<file path="config.mk">
export PLATFORM = sky130hd
export DESIGN_NAME = rst_seq
export DESIGN_NICKNAME = d
export VERILOG_FILES = /design/src/rtl/rst_seq_pkg.sv /design/src/rtl/rst_sync.sv /design/src/rtl/rst_seq.sv
export SDC_FILE = /design/constraint.sdc
export NUM_CORES = 1
export LEC_CHECK = 0
export CAP_MARGIN = 20
export CORE_UTILIZATION = 45
export DETAILED_ROUTE_END_ITERATION = 6
export PLACE_DENSITY = 0.65
export RECOVER_POWER = 100
export SLEW_MARGIN = 20
export SYNTH_ARGS = -nofsm -noshare
export SYNTH_HDL_FRONTEND = slang
export SYNTH_SLANG_ARGS = --single-unit
</file>
<file path="constraint.sdc">
create_clock -name i_clk -period 0.8 [get_ports i_clk]
set_clock_uncertainty 0.2 [all_clocks]
set_input_delay 0.16 -clock i_clk [delete_from_list [all_inputs] [get_ports i_clk]]
set_output_delay 0.16 -clock i_clk [all_outputs]
set_load 0.01 [all_outputs]
</file>
<file path="src/rtl/rst_seq_pkg.sv">
// Shared definitions for the reset sequencer.
//   state_e   : sequencer FSM encoding (HOLD = 0, RELEASE = 1, RUN = 2)
//   CAUSE_*   : bit positions inside the sticky reset-cause vector
//   max_u     : helper for sizing the shared hold/stage counter
package rst_seq_pkg;

    typedef enum logic [1:0] {
        StHold    = 2'd0,
        StRelease = 2'd1,
        StRun     = 2'd2
    } state_e;

    localparam int unsigned CAUSE_EXT = 0;
    localparam int unsigned CAUSE_SW  = 1;
    localparam int unsigned CAUSE_WDT = 2;
    localparam int unsigned CAUSE_W   = 3;

    function automatic int unsigned max_u(input int unsigned a, input int unsigned b);
        return (a > b) ? a : b;
    endfunction

endpackage

</file>
<file path="src/rtl/rst_sync.sv">
// Reset deassertion synchroniser.
//   i_clk   : destination clock
//   i_rst_n : asynchronous active-low reset (asserts immediately)
//   o_rst_s : active-low reset, released on the SYNC_STAGES-th edge after i_rst_n rises
module rst_sync #(
    parameter int unsigned SYNC_STAGES = 2
) (
    input  logic i_clk,
    input  logic i_rst_n,
    output logic o_rst_s
);

    logic [SYNC_STAGES-1:0] sync_q;

    always_ff @(posedge i_clk or negedge i_rst_n) begin
        if (!i_rst_n) begin
            sync_q <= '0;
        end else begin
            sync_q <= {sync_q[SYNC_STAGES-2:0], 1'b1};
        end
    end

    assign o_rst_s = sync_q[SYNC_STAGES-1];

endmodule

</file>
<file path="src/rtl/rst_seq.sv">
// Parametrised reset sequencer.
//   i_clk       : system clock
//   i_rst_n     : asynchronous active-low board reset
//   i_sw_rst    : software reset request (sampled each edge)
//   i_wdt_rst   : watchdog reset request (sampled each edge)
//   i_cause_clr : clears the sticky cause bits
//   o_rst       : active-high per-channel resets, released channel 0 first
//   o_ready     : all channels released
//   o_cause     : sticky cause {wdt, sw, ext}
module rst_seq
    import rst_seq_pkg::*;
#(
    parameter int unsigned N_CH        = 3,
    parameter int unsigned SYNC_STAGES = 2,
    parameter int unsigned HOLD_CYCLES = 16,
    parameter int unsigned STAGE_DELAY = 8
) (
    input  logic                i_clk,
    input  logic                i_rst_n,
    input  logic                i_sw_rst,
    input  logic                i_wdt_rst,
    input  logic                i_cause_clr,
    output logic [N_CH-1:0]     o_rst,
    output logic                o_ready,
    output logic [CAUSE_W-1:0]  o_cause
);

    localparam int unsigned CntW = $clog2(max_u(HOLD_CYCLES, STAGE_DELAY) + 1);
    localparam int unsigned IdxW = (N_CH > 1) ? $clog2(N_CH) : 1;
    localparam logic [CAUSE_W-1:0] CauseRst = CAUSE_W'(1 << CAUSE_EXT);

    logic               rst_s;
    state_e             state_q, state_d;
    logic [CntW-1:0]    cnt_q, cnt_d;
    logic [IdxW-1:0]    idx_q, idx_d;
    logic [N_CH-1:0]    rst_q, rst_d;
    logic               ready_q, ready_d;
    logic [CAUSE_W-1:0] cause_q, cause_d;

    logic req, hold_done, stage_done, last_ch;

    rst_sync #(
        .SYNC_STAGES(SYNC_STAGES)
    ) u_rst_sync (
        .i_clk  (i_clk),
        .i_rst_n(i_rst_n),
        .o_rst_s(rst_s)
    );

    assign req        = i_sw_rst | i_wdt_rst;
    assign hold_done  = (cnt_q == CntW'(HOLD_CYCLES - 1));
    assign stage_done = (cnt_q == CntW'(STAGE_DELAY - 1));
    // idx_q names the next channel to be released while in RELEASE
    assign last_ch    = (idx_q == IdxW'(N_CH - 1));

    // State register
    always_ff @(posedge i_clk or negedge rst_s) begin
        if (!rst_s) begin
            state_q <= StHold;
        end else begin
            state_q <= state_d;
        end
    end

    // Next-state logic
    always_comb begin
        state_d = state_q;
        if (req) begin
            state_d = StHold;
        end else begin
            unique case (state_q)
                StHold:    if (hold_done) state_d = (N_CH == 1) ? StRun : StRelease;
                StRelease: if (stage_done && last_ch) state_d = StRun;
                StRun:     state_d = StRun;
                default:   state_d = StHold;
            endcase
        end
    end

    // Next values of the registered outputs, counter and channel index
    always_comb begin
        cnt_d   = cnt_q;
        idx_d   = idx_q;
        rst_d   = rst_q;
        ready_d = ready_q;
        if (req) begin
            cnt_d   = '0;
            idx_d   = '0;
            rst_d   = '1;
            ready_d = 1'b0;
        end else begin
            unique case (state_q)
                StHold: begin
                    rst_d   = '1;
                    ready_d = 1'b0;
                    if (hold_done) begin
                        cnt_d    = '0;
                        rst_d[0] = 1'b0;
                        idx_d    = IdxW'(1);
                        if (N_CH == 1) ready_d = 1'b1;
                    end else begin
                        cnt_d = cnt_q + 1'b1;
                    end
                end
                StRelease: begin
                    if (stage_done) begin
                        cnt_d = '0;
                        for (int k = 0; k < N_CH; k++) begin
                            if (IdxW'(k) == idx_q) rst_d[k] = 1'b0;
                        end
                        idx_d = idx_q + 1'b1;
                        if (last_ch) ready_d = 1'b1;
                    end else begin
                        cnt_d = cnt_q + 1'b1;
                    end
                end
                StRun: begin
                    rst_d   = '0;
                    ready_d = 1'b1;
                end
                default: begin
                    cnt_d   = '0;
                    idx_d   = '0;
                    rst_d   = '1;
                    ready_d = 1'b0;
                end
            endcase
        end
    end

    // Cause: clear first, then requests OR in so a same-cycle set wins
    always_comb begin
        cause_d            = i_cause_clr ? '0 : cause_q;
        cause_d[CAUSE_SW]  = cause_d[CAUSE_SW] | i_sw_rst;
        cause_d[CAUSE_WDT] = cause_d[CAUSE_WDT] | i_wdt_rst;
    end

    always_ff @(posedge i_clk or negedge rst_s) begin
        if (!rst_s) begin
            cnt_q   <= '0;
            idx_q   <= '0;
            rst_q   <= '1;
            ready_q <= 1'b0;
            cause_q <= CauseRst;
        end else begin
            cnt_q   <= cnt_d;
            idx_q   <= idx_d;
            rst_q   <= rst_d;
            ready_q <= ready_d;
            cause_q <= cause_d;
        end
    end

    assign o_rst   = rst_q;
    assign o_ready = ready_q;
    assign o_cause = cause_q;

endmodule

</file>
After elaboration in Yosys (flattened, before gate mapping)
Index checks and enable logic that the tools add are counted.
{"block": "word_totals", "latchBits": 0, "n_memories": 0, "input_bits": 5, "reg_bits": 18, "mem_bits_ro": 0, "ram_bits": 0, "out_inout_bits": 7}
{"block": "op_classes", "bitwise_logic": 3, "addsub": 2, "order_cmp": 0, "div": 0, "muxes": 23, "n_reduce_logical": 9, "shift": 0, "mul": 0, "n_eq_ne": 15}
{"cell": "inequality test 3 bit (second input constant)", "count": 7}
{"cell": "2-to-1 mux 5 bit", "count": 3}
{"cell": "case mux 5 bit (3 select lines)", "count": 1}
{"cell": "case mux 2 bit (3 select lines)", "count": 2}
{"cell": "2-to-1 mux 2 bit", "count": 5}
{"cell": "AND reduction 2 bit", "count": 5}
{"cell": "2-to-1 mux 3 bit", "count": 3}
{"cell": "case mux 3 bit (3 select lines)", "count": 1}
{"cell": "2-to-1 mux 1 bit", "count": 7}
{"cell": "adder 5 x 1 -> 5 bit (second input constant)", "count": 1}
{"cell": "== test 5 x 3 -> 1 bit (second input constant)", "count": 1}
{"cell": "== test 5 x 4 -> 1 bit (second input constant)", "count": 1}
{"cell": "== test 2 bit (second input constant)", "count": 2}
{"cell": "logical NOT 2 bit", "count": 2}
{"cell": "OR 1 bit", "count": 3}
{"cell": "AND reduction 3 bit", "count": 1}
{"cell": "adder 2 x 1 -> 2 bit (second input constant)", "count": 1}
{"cell": "== test 1 x 2 -> 1 bit (first input constant)", "count": 1}
{"cell": "== test 2 x 1 -> 1 bit (second input constant)", "count": 1}
{"cell": "== test 2 bit (first input constant)", "count": 1}
{"cell": "inequality test 2 bit (second input constant)", "count": 1}
{"cell": "case mux 1 bit (2 select lines)", "count": 1}
{"cell": "logical AND 1 bit", "count": 1}

Logic depth before layout (Yosys ltp)
Gate-level depths: netlist of run 1.
{"block": "depth", "word_depth": 5, "depth_mapped": 7, "depth_no_buf": 6}

By module
From an unflattened synthesis of run 1, not the netlist that was laid out.
{"block": "hier_totals", "hier_cells": 94, "area_unflattened_um2": 974.7}
{"mod": "rst_seq", "area_per_inst_um2": 920.9, "seq_area_each_um2": 405.4, "cells_per_inst": 91, "instances": 1}
{"mod": "rst_sync", "area_per_inst_um2": 53.8, "seq_area_each_um2": 50.0, "cells_per_inst": 3, "instances": 1}

Worst setup path before layout of run 1
Ideal clock, no wire load.
{"block": "synth_timing", "kind": "register to register", "startpoint": "register cnt_q[0]", "endpoint": "register state_q[1]", "n_path_buf": 0, "t_arrival_ns": 1.557, "path_slack_ns": -1.075, "path_stages_with_launch": 6, "setup_time_ns": 0.118, "period_less_slack_ns": 1.875, "cell_sequence": "dfrtp_1 -> ha_1 -> and4bb_4 -> a211o_4 -> and3_4 -> a21o_1"}
{"block": "synth_between", "elab_chain_cells": 4}
{"element": "start: declaration", "line_no": "rst_seq.sv:34", "text": "logic [CntW-1:0] cnt_q, cnt_d;"}
{"element": "start signal: assignment", "line_no": "rst_seq.sv:146", "text": "cnt_q <= cnt_d;"}
{"element": "== test 5 x 3 -> 1 bit", "line_no": "rst_seq.sv:52", "text": "assign stage_done = (cnt_q == CntW'(STAGE_DELAY - 1));"}
{"element": "logical AND 1 bit", "line_no": "rst_seq.sv:73", "text": "StRelease: if (stage_done && last_ch) state_d = StRun;"}
{"element": "inequality test 3 bit (no source line)"}
{"element": "AND reduction 2 bit (no source line) (*)"}
{"element": "end signal: assignment", "line_no": "rst_seq.sv:59", "text": "state_q <= StHold;"}
{"element": "end signal: assignment", "line_no": "rst_seq.sv:61", "text": "state_q <= state_d;"}
{"element": "end: declaration", "line_no": "rst_seq.sv:33", "text": "state_e state_q, state_d;"}
Every way passes the cells marked *; elsewhere a longest branch is shown, timed or not.
A chain may end at the register's enable or synchronous reset.

Worst setup path after layout of run 1
{"block": "layout_timing", "startpoint": "register cnt_q[1]", "endpoint": "register ready_q, in the netlist o_ready"}
{"block": "layout_between", "elab_chain_cells": 3}
{"element": "== test 5 x 3 -> 1 bit", "line_no": "rst_seq.sv:52"}
{"element": "inequality test 3 bit (no source line)"}
{"element": "AND reduction 2 bit (no source line)"}
{"element": "end signal: assignment", "line_no": "rst_seq.sv:149", "text": "ready_q <= ready_d;"}
{"element": "end: declaration", "line_no": "rst_seq.sv:37", "text": "logic ready_q, ready_d;"}
Every way passes these cells.

==> impl_metrics.ini, run 1 <==
[clock_network]
cts.reportedPaths.clkPinSlew_ns = 0.09
cts_max_level = 1
cts_buffers = 3
cts.sinks = 18
clockRootBuffer = clkbuf_4
cts_tree = built
clock_latency_ns = 0.29
clk_path_buf_depth = 2

[logic_synthesis]
ys_seq_area_share_pct = 43.70
synth_flop_cell = dfrtp_1
syn_nets = 118
synth_top_cell_by_area = dfrtp_1
async_flop_share_pct = 100.0
syn_area_sq_um = 1042
yosysTopAreaCellShare_pct = 33.61
netlist_instances = 105
ys_warn_count = 0
yosys.cell_types.count = 38
synth_edf_count = 0
syn_avg_cell_area_sq_um = 9.926
ys_seq_elements = 18
netlist_top_cells_area = dfrtp_1 34%, dfstp_2 10%, ha_1 9.6%

[timing]
slew_violations = 0
fin_hold_ws_ns = -0.1179
rsz0062_at_grt = yes
setup_viol = 23
setup_tns_ns = -14.95
period_needed_ns = 1.797
period_share_pct = 224.6
max_freq_mhz = 556.5
hold_violations = 8
postLayoutSetupSlackWorst_ns = -0.9970

[routing]
drtAntennaViolNets = 0
drtIter0Drc = 13
wirelength_um = 2697
drc = 0
viasPerCell = 5.286
vias = 978
routedWlPerCell_um = 14.58
first_pass_iters = 6

[worst_setup_path]
critPathMaxFanout = 6
cp.required_ns = 0.79
critPathKind = reg -> reg
end_kind = register
critPathLaunchType = register
worstPathArrival_ns = 1.79
ff2ff_setup_slack_ns = -1.0

[floorplan]
core-area_sq_um = 2191
rows = 17
die_x_um = 50.13
ios = 12
dieArea_sq_um = 2513
dieHeight_um = 50.13
start_util_pct = 47.57

[finish]
final_util_pct = 74.81
layout_commonest_cell = buf_4
final_cell_mix = 36 x buf_4, 14 x dfrtp_1, 9 x buf_6
layout-drive-gt1-share_pct = 54.14
areaGrowthSynthToFinish_pct = 57.26
fin_nets = 172
antenna_cells = 0

[power]
ir_worst_vdd_mv = 1.151
power_density_nw_per_um2 = 923.9
p_leak_nw = 0.7432

[job]
drv_cap = 0

[placement]
port_buffers = 11
gp_congestion = 0.8464
hpwl_um = 1848

[global_route]
grt_max_degree = 10
first_global_vias = 1014
grt_pass1_wl_um = 4491
track_usage_pct = 24.85
overflow = 0
antenna_found_initial = 0

[status]
failed_checks = negative hold slack, negative setup slack
status = complete, but fails checks

[worst_hold_path]
hold_class = in -> async
## through the flow
step                      instances  power, W  worst slack (ns)  area, sq um
after global routing            185  0.001586            -1.038         1639
final                           185  0.001514           -0.9970         1639
after floorplan                 105  0.001006           -0.9448         1102
after detailed placement        171  0.001089            -1.013         1426
after CTS                       182  0.001528           -0.9888         1565
after global placement          171  0.001085           -0.9919         1426
## power breakdown
part	leakage, nW	switching [W]	internal (W)
clock	0.0138	0.000267	0.000176
sequential	0.225	0.0000101	0.000927
combinational	0.504	0.0000626	0.0000725
## Yosys cell counts (all sizes together), types with 2 or more instances
master and instances:
dfrtp 14, a21oi 10, inv 9, nor2 9
ha 8, nand2 7, nand3 5, a21o 4
dfstp 4, o21ai 4, buf 3, a211o 2
clkbuf 2, o21a 2, or4b 2
## kinds of logic (layout without fill, tap and decap cells)
group / after synthesis / in the layout / share of synthesized area, %
AOI/OAI and AO/OA: 29 / 29 / 18.97
adders and majority gates: 8 / 8 / 9.604
buffers and inverters: 14 / 66 / 6.602
DFF: 18 / 18 / 43.70
other: 1 / 1 / 0.3598
and+or+nand+nor: 35 / 35 / 20.77
## registers in the layout, indices dropped and copies added (netlist names)
signal,cells
o_cause,3
cnt_q,5
o_rst,3
idx_q,2
state_q,2
u_rst_sync.sync_q,2
o_ready,1
## layout make-up
| type | instances | area [sq um] |
|---|---|---|
| sequential | 18 | 455.4 |
| clock buffer | 3 | 22.52 |
| timing repair buffer | 54 | 434.2 |
| tap | 28 | 35.03 |
| multi-input combinational | 73 | 658.1 |
| inverter | 9 | 33.78 |
| fill | 153 | 551.8 |
## layer usage
layer / GRT usage (%) / vias up / share of wire [%]
met5: 0 / - / 0
met4: 10.00 / 0 / 2.0
met3: 4.012 / 4 / 1.8
met2: 45.11 / 10 / 55
met1: 28.38 / 483 / 41
li1: - / 481 / -
## final timing paths
path                                                       end  cells after the start                      startpoint
min in group i_clk                      o_cause[0]$_DFFE_PN1P_                      2                     i_cause_clr
worst max-delay path                       o_ready$_DFFE_PN0P_                      5            cnt_q[1]$_DFFE_PN0P_
worst min-delay path            u_rst_sync.sync_q[1]$_DFF_PN0_                      1                         i_rst_n
max in group asynchronous                 o_rst[0]$_DFFE_PN1P_                      1  u_rst_sync.sync_q[1]$_DFF_PN0_
worst max register to register             o_ready$_DFFE_PN0P_                      5            cnt_q[1]$_DFFE_PN0P_
worst min register to register          state_q[1]$_DFFE_PN0P_                      1  u_rst_sync.sync_q[1]$_DFF_PN0_
## timing repair
action                     4_1_cts  5_1_grt
setup endpoints to repair       23       23
hold endpoints to repair        15        3
buffers inserted                 8        3
pin swaps                       11        8
resized for setup               49       13
## critical path: stages, from the launching register on
cell and delay [ns]:
dfrtp_1 0.43, ha_4 0.20, and4bb_4 0.21, a211o_4 0.35, and3_4 0.16, a21o_1 0.15
No activity file was read; power rests on OpenSTA's default activity.
==> run 2, diff against run 1 <==
--- a/config.mk
+++ b/config.mk
@@ -6,11 +6,14 @@
 export NUM_CORES = 1
 export LEC_CHECK = 0
 export CAP_MARGIN = 20
+export CORE_MARGIN = 3
 export CORE_UTILIZATION = 45
 export DETAILED_ROUTE_END_ITERATION = 6
-export PLACE_DENSITY = 0.65
+export DONT_BUFFER_PORTS = 1
+export PLACE_DENSITY = 0.58
 export RECOVER_POWER = 100
 export SLEW_MARGIN = 20
 export SYNTH_ARGS = -nofsm -noshare
 export SYNTH_HDL_FRONTEND = slang
+export SYNTH_HIERARCHICAL = 1
 export SYNTH_SLANG_ARGS = --single-unit
==> impl_metrics.ini, run 2 <==
[global_route]
first_global_vias = 826
grt_max_degree = 17
antenna_found_initial = 0
track_usage_pct = 18.33
grt_pass1_wl_um = 3608
overflow = 0

[logic_synthesis]
ys_seq_elements = 18
netlist_top_cells_area = dfrtp_1 36%, dfstp_2 11%, ha_1 10%
synth_edf_count = 0
netlist_instances = 94
synth_top_cell_by_area = dfrtp_1
synth_commonest_cells = 14 x dfrtp_1, 9 x nand2_1, 9 x nor2_1, 8 x ha_1, 7 x inv_1
syn_area_sq_um = 974.7
yosysTopAreaCellShare_pct = 35.94
ys_warn_count = 6
syn_avg_cell_area_sq_um = 10.37
syn_nets = 107
ys_seq_area_share_pct = 46.73
synth.most_common_cell = dfrtp_1
synth_flop_cell = dfrtp_1
async_flop_share_pct = 100.0
yosys.cell_types.count = 34

[worst_setup_path]
ff2ff_setup_slack_ns = -0.94
cp.required_ns = 0.81
worstPathArrival_ns = 1.76
critPathMaxFanout = 3
ff2ff_path_depth = 6
end_kind = register
cpMaxStageDelayCell = or4_1
r2r-start = state_q[1]$_DFFE_PN0P_
critPathLaunchType = register
cp_slowest_stage_delay_ns = 0.42
r2r-end = idx_q[0]$_DFFE_PN0P_
critPathKind = reg -> reg
path_cells = inv_2 > ha_2 > mux2i_1 > a41oi_2 > or4_1 > o31ai_1

[floorplan]
start_util_pct = 48.69
ios = 12
rows = 16
core-area_sq_um = 2002
dieArea_sq_um = 2760
die_x_um = 52.54
dieHeight_um = 52.54

[routing]
vias = 775
viasPerCell = 5.167
routedWlPerCell_um = 14.09
drc = 0
wirelength_um = 2113
drtAntennaViolNets = 0
first_pass_iters = 4
drtIter0Drc = 7

[finish]
final_cell_mix = 17 x buf_4, 14 x dfrtp_1, 9 x nor2_1, 9 x buf_6, 8 x nand2_1
stdcell_area_sq_um = 1365
antenna_cells = 0
final.fill_count = 154
fin_nets = 137
layout.cells.non_filler = 150
final_util_pct = 68.19
top_register = cnt_q
layout-drive-gt1-share_pct = 44.72
areaGrowthSynthToFinish_pct = 40.05
largest_reg_flops = 5
layout_commonest_cell = buf_4

[power]
power_density_nw_per_um2 = 1178
ir_worst_vdd_mv = 1.125
p_leak_nw = 0.5775
finalPower_w = 0.001608

[timing]
hold_violations = 11
setup_viol = 23
period_share_pct = 217.6
fin_hold_ws_ns = -0.2490
max_freq_mhz = 574.6
period_needed_ns = 1.740
rsz0062_at_grt = yes
postLayoutSetupSlackWorst_ns = -0.9405
slew_violations = 0

[worst_hold_path]
hold_end = o_cause[2]$_DFF_PN0_
holdPathStages = 1
min_from = i_wdt_rst
hold_class = in -> reg

[clock_network]
cts_max_level = 1
clock_latency_ns = 0.30
hold_buffers = 2
cts.sinks = 18
cts.reportedPaths.clkPinSlew_ns = 0.10
cts_tree = built
clk_path_buf_depth = 2
cts_buffers = 3
clockRootBuffer = clkbuf_4

[placement]
port_buffers = 0
pre_cts_ws_ns = -0.9257
placedInstanceArea_sq_um = 1179
placed_cells = 137
gp_congestion = 0.7866
hpwl_um = 1508

[status]
failed_checks = negative hold slack, negative setup slack
status = complete, but fails checks

[job]
drv_cap = 0
-- run 2: critical path: cells and delay by family (launching register included) --
kind            cells  cell delay, ns
simple gates        1            0.42
flops               1            0.40
compound gates      2            0.21
fa+ha+maj           1            0.19
mux                 1            0.16
buf+inv             1            0.07
-- run 2: worst max path at each step --
stage | start | end | slack (ns) | cells past startpoint
final | state_q[1]$_DFFE_PN0P_ | idx_q[0]$_DFFE_PN0P_ | -0.94 | 6
after global routing | state_q[1]$_DFFE_PN0P_ | idx_q[0]$_DFFE_PN0P_ | -1.08 | 6
after CTS | state_q[1]$_DFFE_PN0P_ | idx_q[0]$_DFFE_PN0P_ | -0.92 | 6
after detailed placement | state_q[1]$_DFFE_PN0P_ | idx_q[0]$_DFFE_PN0P_ | -0.93 | 6
after global placement | state_q[0]$_DFFE_PN0P_ | idx_q[0]$_DFFE_PN0P_ | -0.89 | 5
after floorplan | state_q[1]$_DFFE_PN0P_ | idx_q[0]$_DFFE_PN0P_ | -0.99 | 7
-- run 2: area by class of cell --
cell class,instances,area (sq um),share of cell area [%]
Sequential cell,18,455.4,33.36
Inverter,7,26.28,1.925
Timing Repair Buffer,29,256.5,18.79
Tap cell,27,33.78,2.475
Multi-Input combinational cell,65,556.8,40.79
Clock buffer,4,36.28,2.658
-- run 2: cells by family (layout without fill, tap and decap cells) --
logic type,after synthesis,in the layout,share of synthesized area [%]
AND/OR/NAND/NOR,31,31,16.30
multiplexers,5,5,5.135
AO/OA/AOI/OAI,20,20,15.66
adder cells (fa/ha/maj),8,8,10.27
buffers and inverters,11,40,5.520
flip-flops,18,18,46.73
other,1,1,0.3847
-- run 2: per-layer routing --
metal  vias to the layer above  track usage, %  share of wire (%)
met5                         -               0                  0
met2                        12           33.06                 52
li1                        385               -                  -
met3                         4           3.704                3.1
met4                         0           7.660                1.5
met1                       374           20.65                 44
-- run 2: timing repair --
item                                    in CTS  in global routing
resized for setup                           15                  9
pin swaps                                   11                  7
endpoints found under the hold margin       13                  9
endpoints found under the setup margin      23                 23
setup buffers                                6                  1
-- run 2: where the power goes --
part,switching [W],internal (W)
Combinational,0.0000548,0.0000497
Clock,0.000287,0.000278
Sequential,0.0000112,0.000927
Total,0.000353,0.00125
-- run 2: metrics by stage --
stage,TNS [ns],hold slack [ns]
6_report,-14.31,-0.2490
5_1_grt,-16.24,-0.2685
4_1_cts,-14.26,-0.2542
3_5_place_dp,-11.70,-0.3355
3_3_place_gp,-11.32,-0.3355
2_1_floorplan,-10.93,-0.3356
==> run 3, diff against run 2 <==
==> constraint.sdc (replaced) <==
create_clock -name i_clk -period 0.8 [get_ports i_clk]
set_clock_uncertainty 0.2 [all_clocks]
set_input_delay 0.08 -clock i_clk [delete_from_list [all_inputs] [get_ports i_clk]]
set_output_delay 0.08 -clock i_clk [all_outputs]
set_load 0.01 [all_outputs]
==> impl_metrics.ini, run 3 (synthesis gave the netlist of run 2 again) <==
[status]
status = complete, but fails checks
failed_checks = negative hold slack, negative setup slack

[routing]
drc = 0
viasPerCell = 5.307
first_pass_iters = 4
drtAntennaViolNets = 0
drtIter0Drc = 15
wirelength_um = 2319
routedWlPerCell_um = 15.46
vias = 796

[timing]
period_needed_ns = 1.782
postLayoutSetupSlackWorst_ns = -0.9823
hold_violations = 3
setup_viol = 23
max_freq_mhz = 561.1
rsz0062_at_grt = yes
slew_violations = 0
fin_hold_ws_ns = -0.1998
period_share_pct = 222.8

[clock_network]
cts_buffers = 3
cts_max_level = 1
cts.reportedPaths.clkPinSlew_ns = 0.11
clock_latency_ns = 0.30
cts_tree = built
clockRootBuffer = clkbuf_4
clk_path_buf_depth = 2
cts.sinks = 18

[finish]
antenna_cells = 0
largest_reg_flops = 5
layout-drive-gt1-share_pct = 47.15
areaGrowthSynthToFinish_pct = 42.49
multi_input_area_sq_um = 585.6
regArea_sq_um = 456.7
top_register = cnt_q
layout_commonest_cell = buf_4
fin_nets = 137
final.fill_count = 161
final_cell_mix = 18 x buf_4, 13 x dfrtp_1, 9 x nor2_1, 9 x nand2_1, 6 x buf_6
final_util_pct = 69.38
stdcell_area_sq_um = 1389

[worst_setup_path]
cp.required_ns = 0.82
end_kind = register
critPathLaunchType = register
critPathKind = reg -> reg
critPathMaxFanout = 4
worstPathArrival_ns = 1.80

[floorplan]
core-area_sq_um = 2002
die_x_um = 52.54
dieArea_sq_um = 2760
dieHeight_um = 52.54
ios = 12
start_util_pct = 48.69
rows = 16

[placement]
hpwl_um = 1492
gp_congestion = 0.7836
placedInstanceArea_sq_um = 1194
port_buffers = 0

[global_route]
grt_max_degree = 17
first_global_vias = 863
overflow = 0
antenna_found_initial = 0
track_usage_pct = 18.49
grt_pass1_wl_um = 3732

[power]
power_density_nw_per_um2 = 1178
ir_worst_vdd_mv = 1.182
p_leak_nw = 0.5710

[worst_hold_path]
hold_class = in -> async

[job]
drv_cap = 0
==> run 3: worst max-delay path, cell delays in order, from the launching register on <==
cell and delay (ns):
dfrtp_1 0.42, inv_2 0.07, ha_4 0.17, mux2i_2 0.19
a41oi_2 0.16, or4_1 0.41, o31ai_1 0.07
==> run 3: cell type report <==
class / count / area share, %
Clock buffer: 4 / 2.613
Inverter: 7 / 1.892
Sequential cell: 18 / 32.88
Timing Repair Buffer: 29 / 18.02
Tap cell: 27 / 2.432
Multi-Input combinational cell: 65 / 42.16
==> run 3: path summary, 6_finish.rpt <==
check | start | end | slack [ns] | cells after the start
worst max-delay path | state_q[0]$_DFFE_PN0P_ | idx_q[0]$_DFFE_PN0P_ | -0.98 | 6
worst min-delay path | i_rst_n | u_rst_sync/sync_q[0]$_DFF_PN0_ | -0.20 | 1
worst max register to register | state_q[0]$_DFFE_PN0P_ | idx_q[0]$_DFFE_PN0P_ | -0.98 | 6
worst min register to register | u_rst_sync/sync_q[1]$_DFF_PN0_ | state_q[0]$_DFFE_PN0P_ | 0.04 | 1
max in group asynchronous | u_rst_sync/sync_q[1]$_DFF_PN0_ | o_rst[1]$_DFFE_PN1P_ | 0.05 | 1
min in group i_clk | i_cause_clr | o_cause[0]$_DFFE_PN1P_ | -0.16 | 2
==> run 3: metal layers <==
layer	global-route usage (%)	vias up	routed length [um]
li1	-	384	-
met1	21.84	396	984
met2	34.09	12	1246
met3	2.849	4	60
met4	5.106	0	29
met5	0	-	0
==> run 3: power breakdown <==
part / switching [W] / internal, W / total, W
Combinational: 0.0000606 / 0.0000572 / 0.000118
Sequential: 0.0000120 / 0.000927 / 0.000939
Clock: 0.000301 / 0.000278 / 0.000579
==> run 3: per-stage QoR <==
| step | TNS (ns) | setup slack [ns] | total power (W) | cells |
|---|---|---|---|---|
| floorplan | -10.61 | -0.9883 | 0.0009994 | 94 |
| global placement | -10.92 | -0.8891 | 0.001050 | 139 |
| detailed placement | -11.34 | -0.9504 | 0.001052 | 139 |
| CTS | -13.60 | -0.9426 | 0.001641 | 149 |
| global route | -15.36 | -1.044 | 0.001710 | 150 |
| finish | -14.02 | -0.9823 | 0.001636 | 150 |
==> run 3: repair_timing <==
item / in CTS / in global routing
resized for setup: 15 / 12
pin swaps: 7 / 4
endpoints found under the setup margin: 23 / 23
buffers inserted: 3 / 0
endpoints found under the hold margin: 24 / 23
hold buffers: 3 / 1
